===== src/rtl/alu_arbiter.sv =====
// alu_arbiter: round-robin arbiter/sequencer sharing one 4-bit ALU between two requesters.
// Ports: clk/rst; req0_*/req1_* valid/ready request ports (a, b, op);
//        alu_a/alu_b/alu_en drive the shared ALU, alu_ret/alu_carry/alu_zero/alu_overflow/alu_less return from it;
//        rsp_valid/rsp_ready response port carrying rsp_id, masked rsp_ret and rsp_flags {carry, zero, overflow, less}.
module alu_arbiter #(
  parameter logic RR_INIT = 1'b1
) (
  input  logic       clk,
  input  logic       rst,
  input  logic       req0_valid,
  output logic       req0_ready,
  input  logic [3:0] req0_a,
  input  logic [3:0] req0_b,
  input  logic [2:0] req0_op,
  input  logic       req1_valid,
  output logic       req1_ready,
  input  logic [3:0] req1_a,
  input  logic [3:0] req1_b,
  input  logic [2:0] req1_op,
  output logic [3:0] alu_a,
  output logic [3:0] alu_b,
  output logic [2:0] alu_en,
  input  logic [3:0] alu_ret,
  input  logic       alu_carry,
  input  logic       alu_zero,
  input  logic       alu_overflow,
  input  logic       alu_less,
  output logic       rsp_valid,
  input  logic       rsp_ready,
  output logic       rsp_id,
  output logic [3:0] rsp_ret,
  output logic [3:0] rsp_flags
);
  typedef enum logic [1:0] {IDLE, EXEC, RESP} state_t;
  state_t     state_q, state_d;
  logic       last_q, id_q, gnt, hs;
  logic [3:0] a_q, b_q, m_ret, m_flags, rsp_ret_q, rsp_flags_q;
  logic [2:0] op_q;
  logic       rsp_valid_q, rsp_id_q;
  // port 1 wins when it is the only requester, or when port 0 was granted last
  assign gnt        = req1_valid & (~req0_valid | ~last_q);
  assign req0_ready = (state_q == IDLE) & req0_valid & ~gnt;
  assign req1_ready = (state_q == IDLE) & gnt;
  assign hs         = req0_ready | req1_ready;
  // the ALU leaves undefined outputs stale, so only the opcode's defined outputs pass
  always_comb begin
    m_ret   = (op_q == 3'b111) ? 4'd0 : alu_ret;
    m_flags = (op_q[2:1] == 2'b00) ? {alu_carry, alu_zero, alu_overflow, 1'b0} :
              (op_q == 3'b110)     ? {alu_carry, 1'b0, alu_overflow, alu_less} :
              (op_q == 3'b111)     ? {1'b0, alu_zero, 2'b00} : 4'd0;
    state_d = (state_q == IDLE) ? (hs ? EXEC : IDLE) :
              (state_q == EXEC) ? RESP : (rsp_ready ? IDLE : RESP);
  end
  always_ff @(posedge clk) begin
    if (rst) begin
      state_q     <= IDLE;
      last_q      <= RR_INIT;
      id_q        <= 1'b0;
      a_q         <= '0;
      b_q         <= '0;
      op_q        <= '0;
      rsp_valid_q <= 1'b0;
      rsp_id_q    <= 1'b0;
      rsp_ret_q   <= '0;
      rsp_flags_q <= '0;
    end else begin
      state_q <= state_d;
      if (hs) begin
        last_q <= gnt;
        id_q   <= gnt;
        a_q    <= gnt ? req1_a : req0_a;
        b_q    <= gnt ? req1_b : req0_b;
        op_q   <= gnt ? req1_op : req0_op;
      end
      if (state_q == EXEC) begin
        rsp_valid_q <= 1'b1;
        rsp_id_q    <= id_q;
        rsp_ret_q   <= m_ret;
        rsp_flags_q <= m_flags;
      end else if (state_q == RESP && rsp_ready) begin
        rsp_valid_q <= 1'b0;
      end
    end
  end
  assign alu_a     = a_q;
  assign alu_b     = b_q;
  assign alu_en    = op_q;
  assign rsp_valid = rsp_valid_q;
  assign rsp_id    = rsp_id_q;
  assign rsp_ret   = rsp_ret_q;
  assign rsp_flags = rsp_flags_q;
endmodule


===== config.mk =====
export PLATFORM = sky130hd
export DESIGN_NAME = alu_arbiter
export DESIGN_NICKNAME = d
export VERILOG_FILES = /design/src/rtl/alu_arbiter.sv
export SDC_FILE = /design/constraint.sdc
export NUM_CORES = 1
export LEC_CHECK = 0
export BUFFER_PORTS_ARGS = -buffer_cell sky130_fd_sc_hd__buf_4
export CAP_MARGIN = 30
export CELL_PAD_IN_SITES_DETAIL_PLACEMENT = 2
export CELL_PAD_IN_SITES_GLOBAL_PLACEMENT = 2
export CORE_ASPECT_RATIO = 0.8
export CORE_MARGIN = 2
export CORE_UTILIZATION = 23
export CTS_BUF_LIST = sky130_fd_sc_hd__clkbuf_8
export CTS_CLUSTER_DIAMETER = 40
export CTS_CLUSTER_SIZE = 28
export DETAILED_ROUTE_END_ITERATION = 10
export PLACE_DENSITY = 0.78
export SLEW_MARGIN = 20
export SYNTH_ARGS = -nofsm -noshare
export SYNTH_HDL_FRONTEND = slang
export SYNTH_SLANG_ARGS = --single-unit

===== constraint.sdc =====
create_clock -name clk -period 1.34 [get_ports clk]
set_clock_uncertainty 0.1 [all_clocks]
set_input_delay 0 -clock clk [delete_from_list [all_inputs] [get_ports clk]]
set_output_delay 0 -clock clk [all_outputs]
set_load 0.03 [all_outputs]

* After elaboration in Yosys (flattened, before gate mapping)
Index checks and enable logic that the tools add are counted.
** Storage, ports and cells
- Bits in latches :: 0
- Bits of input ports :: 35
- Register bits after elaboration :: 25
- Output and inout bits :: 23
- Memories :: 0
- Memory bits (read-only) :: 0
- Word-level logic and storage cells :: 40
- RAM bits :: 0
** Operators by class
- Magnitude comparators :: 0
- Divide/modulo/power cells :: 0
- Multiply operators :: 0
- Bitwise gates (word level) :: 9
- Add/subtract/negate cells :: 0
- Multiplexer cells :: 13
- Equal/unequal tests :: 4
- Shift operators :: 0
- Reduce and logical (&&, ||, !) cells :: 4
** Operator list (count)
- 2-to-1 mux 4 bit :: 5
- equality test 3 bit, second input constant :: 2
- 2-to-1 mux 2 bit :: 3
- 2-to-1 mux 3 bit :: 2
- bitwise AND 1 bit :: 4
- zero test 2 bit :: 2
- 2-to-1 mux 1 bit :: 3
- NOT 1 bit :: 3
- equality test 2 x 1 -> 1 bit, second input constant :: 1
- equality test 2 bit, second input constant :: 1
- bitwise OR 1 bit :: 2
- nonzero test 2 bit :: 1
- logical AND 1 bit :: 1

* Longest topological paths before layout
- Depth after elaboration :: 8
- Depth in mapped cells :: 4
- Mapped depth without buffers :: 3

* Least setup slack after synthesis
Ideal clock, no wire load.
- Path kind :: register -> output
- Start :: reg last_q
- End :: out req1_ready
- Buffers on the path :: 1
- Path slack :: -0.101 ns
- Data arrival time :: 1.341 ns
- Data required time :: 1.240 ns
- Cell stages (with the launch flop) :: 4
- Cell sequence :: dfxtp_1 -> a21bo_2 -> buf_2 -> nor3_1
** On the way
- Word-level cells in the longest chain between the ends :: 4
** Ends and longest elaborated chain
- from (decl) :: line 36 : logic last_q, id_q, gnt, hs;
- from (signal assigned) :: line 69 : last_q <= gnt;
- NOT 1 bit :: line 41 : assign gnt = req1_valid & (~req0_valid | ~last_q);
- bitwise OR 1 bit :: line 41
- bitwise AND 1 bit :: line 41
- bitwise AND 1 bit :: line 43 : assign req1_ready = (state_q == IDLE) & gnt;
- to (decl) :: line 16 : output logic req1_ready,
Every way passes these cells.

* Final worst setup path
- Start :: reg state_q[1]
- End :: out req0_ready
** On the way
- Word-level cells in the longest chain between the ends :: 3
** Ends and longest elaborated chain
- from (decl) :: line 35 : state_t state_q, state_d;
- from (signal assigned) :: line 67 : state_q <= state_d;
- zero test 2 bit :: line 42 : assign req0_ready = (state_q == IDLE) & req0_valid & ~gnt;
- bitwise AND 1 bit (2 in series) :: line 42
- to (decl) :: line 11 : output logic req0_ready,
Every way passes these cells.

==> flow_metrics.env <==
export IMPL_post_route_cell_area_um2=2130
export IMPL_finalCritPeriodShare=1.13
export IMPL_syn_area_um2=1100
export IMPL_num_fill_cells=495
export IMPL_fp_dieH_um=65.8
export IMPL_cts_tree="yes"
export IMPL_gp_congestion=0.697
export IMPL_synth_seq_area_share=0.456
export IMPL_cap_violations=0
export IMPL_ys_types=30
export IMPL_wl_per_cell_um=17.4
export IMPL_setup_viol_count_final=2
export IMPL_grt_overflow_total=0
export IMPL_path_max_fanout=5
export IMPL_viasPerCell=4.68
export IMPL_synthCells=118
export IMPL_hold_viol_final=0
export IMPL_syn_num_nets=153
export IMPL_grt_max_degree=23
export IMPL_numCtsBuffers=3
export IMPL_wl_um=4840
export IMPL_slew_violations=0
export IMPL_clock_path_buffers=2
export IMPL_cellLeakagePower_nw=0.926
export IMPL_failed_checks="setup timing"
export IMPL_synth_edff_count=0
export IMPL_rsz0062_at_grt="true"
export IMPL_grt_pass1_wl_um=7290
export IMPL_diodes=0
export IMPL_antenna_found_initial=0
export IMPL_avgSynthCellArea_um2=9.31
export IMPL_fmax_mhz=660
export IMPL_vias=1307
export IMPL_multi_input_area_um2=606
export IMPL_hpwlAfterDp_um=2960
export IMPL_p_total_mw=2.20
export IMPL_synth_seq_cells=25
export IMPL_cp_required_ns=1.24
export IMPL_r2r_start="state_q[1]$_SDFF_PP0_"
export IMPL_cts_root_buffer="clkbuf_8"
export IMPL_rows=22
export IMPL_fin_nets=255
export IMPL_critical_path_arrival_ns=1.41
export IMPL_drtIter0Drc=21
export IMPL_critPathKind="flop to primary output"
export IMPL_syn2layout_area_growth_pct=94.2
export IMPL_htreeDepth=1
export IMPL_r2r_setup_slack_ns=-0.01
export IMPL_synth_flop_cell="dfxtp_1"
export IMPL_numPortBuffers=57
export IMPL_grt_usage=0.182
export IMPL_antenna_left=0
export IMPL_core_um2=4600
export IMPL_grt_pass1_vias=1525
export IMPL_rr_endpoint="state_q[0]$_SDFF_PP0_"
export IMPL_top_usage_layer="met2"
export IMPL_die_w_um=81.3
export IMPL_pin_count=58
export IMPL_fin_crit_ns=1.51
export IMPL_dieArea_um2=5350
export IMPL_r2r_cells=4
export IMPL_end_kind="primary output"
export IMPL_met1_usage=0.188
export IMPL_cts_num_sinks=25
export IMPL_outcome="complete, but fails checks"
export IMPL_grt_use_met3=0.0464
export IMPL_async_flop_share=0
export IMPL_layout_drive_gt1_share=0.452
export IMPL_use_met2=0.351
export IMPL_max_slew_margin=0.791
export IMPL_worst_slack_ns=-0.174
export IMPL_min_path_cells=3
export IMPL_place_area_um2=1630
export IMPL_synth_warnings=0
export IMPL_clkSlewWorstSetupHoldPaths_ns=0.09
export IMPL_power_per_cell_area_nw_per_um2=1030
export IMPL_min_delay_start="req1_valid"
export IMPL_worst_pin_slew_ns=0.313
export IMPL_first_pass_iters=4
export IMPL_clock_latency_ns=0.28
export IMPL_seq_area_um2=508
export IMPL_worstSetupStartpointType="flop"
export IMPL_start_util=0.239
export IMPL_drcViolationCount=0
export IMPL_hold_end="last_q$_SDFFE_PP1P_"
export IMPL_hold_class="input port to flop"
export IMPL_irDropWorstVdd_mv=0.392
## metal layers
| layer | wire (um) | vias to the layer above | part of all wire |
|---|---|---|---|
| met5 | 0 | - | 0 |
| met4 | 53 | 0 | 0.011 |
| met3 | 281 | 5 | 0.058 |
| met2 | 2580 | 53 | 0.53 |
| met1 | 1930 | 619 | 0.40 |
| li1 | - | 630 | - |
## area by class of cell
type | instances | area share
Clock buffer | 3 | 0.0194
Clock inverter | 1 | 0.00176
Inverter | 1 | 0.00176
Multi-Input combinational cell | 85 | 0.284
Sequential cell | 25 | 0.238
Tap cell | 60 | 0.0352
Timing Repair Buffer | 104 | 0.420
## power breakdown
part | leakage, nW | internal [mW] | switching, mW
combinational | 0.692 | 0.414 | 0.441
clock | 0.0269 | 0.206 | 0.257
sequential | 0.207 | 0.822 | 0.0641
## timing repair
action | 4_1_cts | 5_1_grt
resized for setup | 11 | 14
setup endpoints to repair | 18 | 23
buffers inserted | 4 | 2
hold endpoints to repair | 22 | 0
gates cloned | 0 | 1
hold buffers | 32 | 0
pin swaps | 1 | 3
## cells in the mapped netlist, types with 2 or more instances
library cell / instances / area, um2
nand2_1: 26 / 97.6
a311oi_2: 9 / 135
nor3_1: 4 / 20.0
a32o_1: 2 / 20.0
nor2_2: 2 / 12.5
nor2b_1: 2 / 12.5
a21oi_1: 13 / 65.1
nor2_1: 5 / 18.8
a22o_1: 4 / 35.0
a311oi_1: 2 / 17.5
dfxtp_1: 25 / 500
buf_2: 6 / 30.0
## sequential cells by signal (all words and copies together), names as in the netlist
name	flops
alu_a	4
alu_b	4
rsp_flags	4
rsp_ret	4
alu_en	3
state_q	2
id_q	1
last_q	1
rsp_id	1
rsp_valid	1
## how the worst max path moves through the flow
stage,endpoint,cells past startpoint,slack [ns],start
floorplan,rsp_ret[0]$_SDFFE_PP0P_,3,0.03,alu_en[2]$_SDFFE_PP0P_
global placement,alu_en[1]$_SDFFE_PP0P_,3,-0.05,state_q[0]$_SDFF_PP0_
detailed placement,alu_en[1]$_SDFFE_PP0P_,3,-0.15,state_q[0]$_SDFF_PP0_
CTS,req0_ready,4,-0.14,state_q[1]$_SDFF_PP0_
global route,req0_ready,4,-0.21,state_q[1]$_SDFF_PP0_
finish,req0_ready,4,-0.17,state_q[1]$_SDFF_PP0_
## worst max-delay path, cell delays in order (launching register included)
cell     delay (ns)
dfxtp_4        0.37
or3b_4         0.39
buf_6          0.14
nor2_4         0.09
buf_6          0.14
## layout by cell type, fill, tap and decap left out, types with 2 or more instances in the layout
master	n
clkbuf_8	3
a311oi_1	2
nand2_1	26
nor2_1	4
nor2b_1	2
a32o_1	2
a311oi_2	9
inv_1	2
buf_6	6
dfxtp_2	3
dfxtp_1	21
dlygate4sd3_1	32
a22o_1	4
buf_4	65
nor3_1	2
nor2_4	3
a21oi_1	13
## metrics by stage
| stage | hold slack (ns) | setup TNS, ns | cells | util | worst slack [ns] |
|---|---|---|---|---|---|
| detailed placement | 0.130 | -1.30 | 236 | 0.354 | -0.145 |
| CTS | 0.0434 | -0.145 | 276 | 0.450 | -0.145 |
| finish | 0.0832 | -0.180 | 279 | 0.464 | -0.174 |
| global route | 0.0701 | -0.382 | 279 | 0.464 | -0.212 |
| floorplan | 0.0332 | 0 | 118 | - | 0.0303 |
| global placement | 0.125 | -0.485 | 236 | 0.354 | -0.0476 |
## cell families after synthesis
kind of cell	synth area share
simple gates	0.204
flops	0.456
mux	0.00911
buf+inv	0.0376
compound gates	0.294
Power figures use the tool's default switching activity.
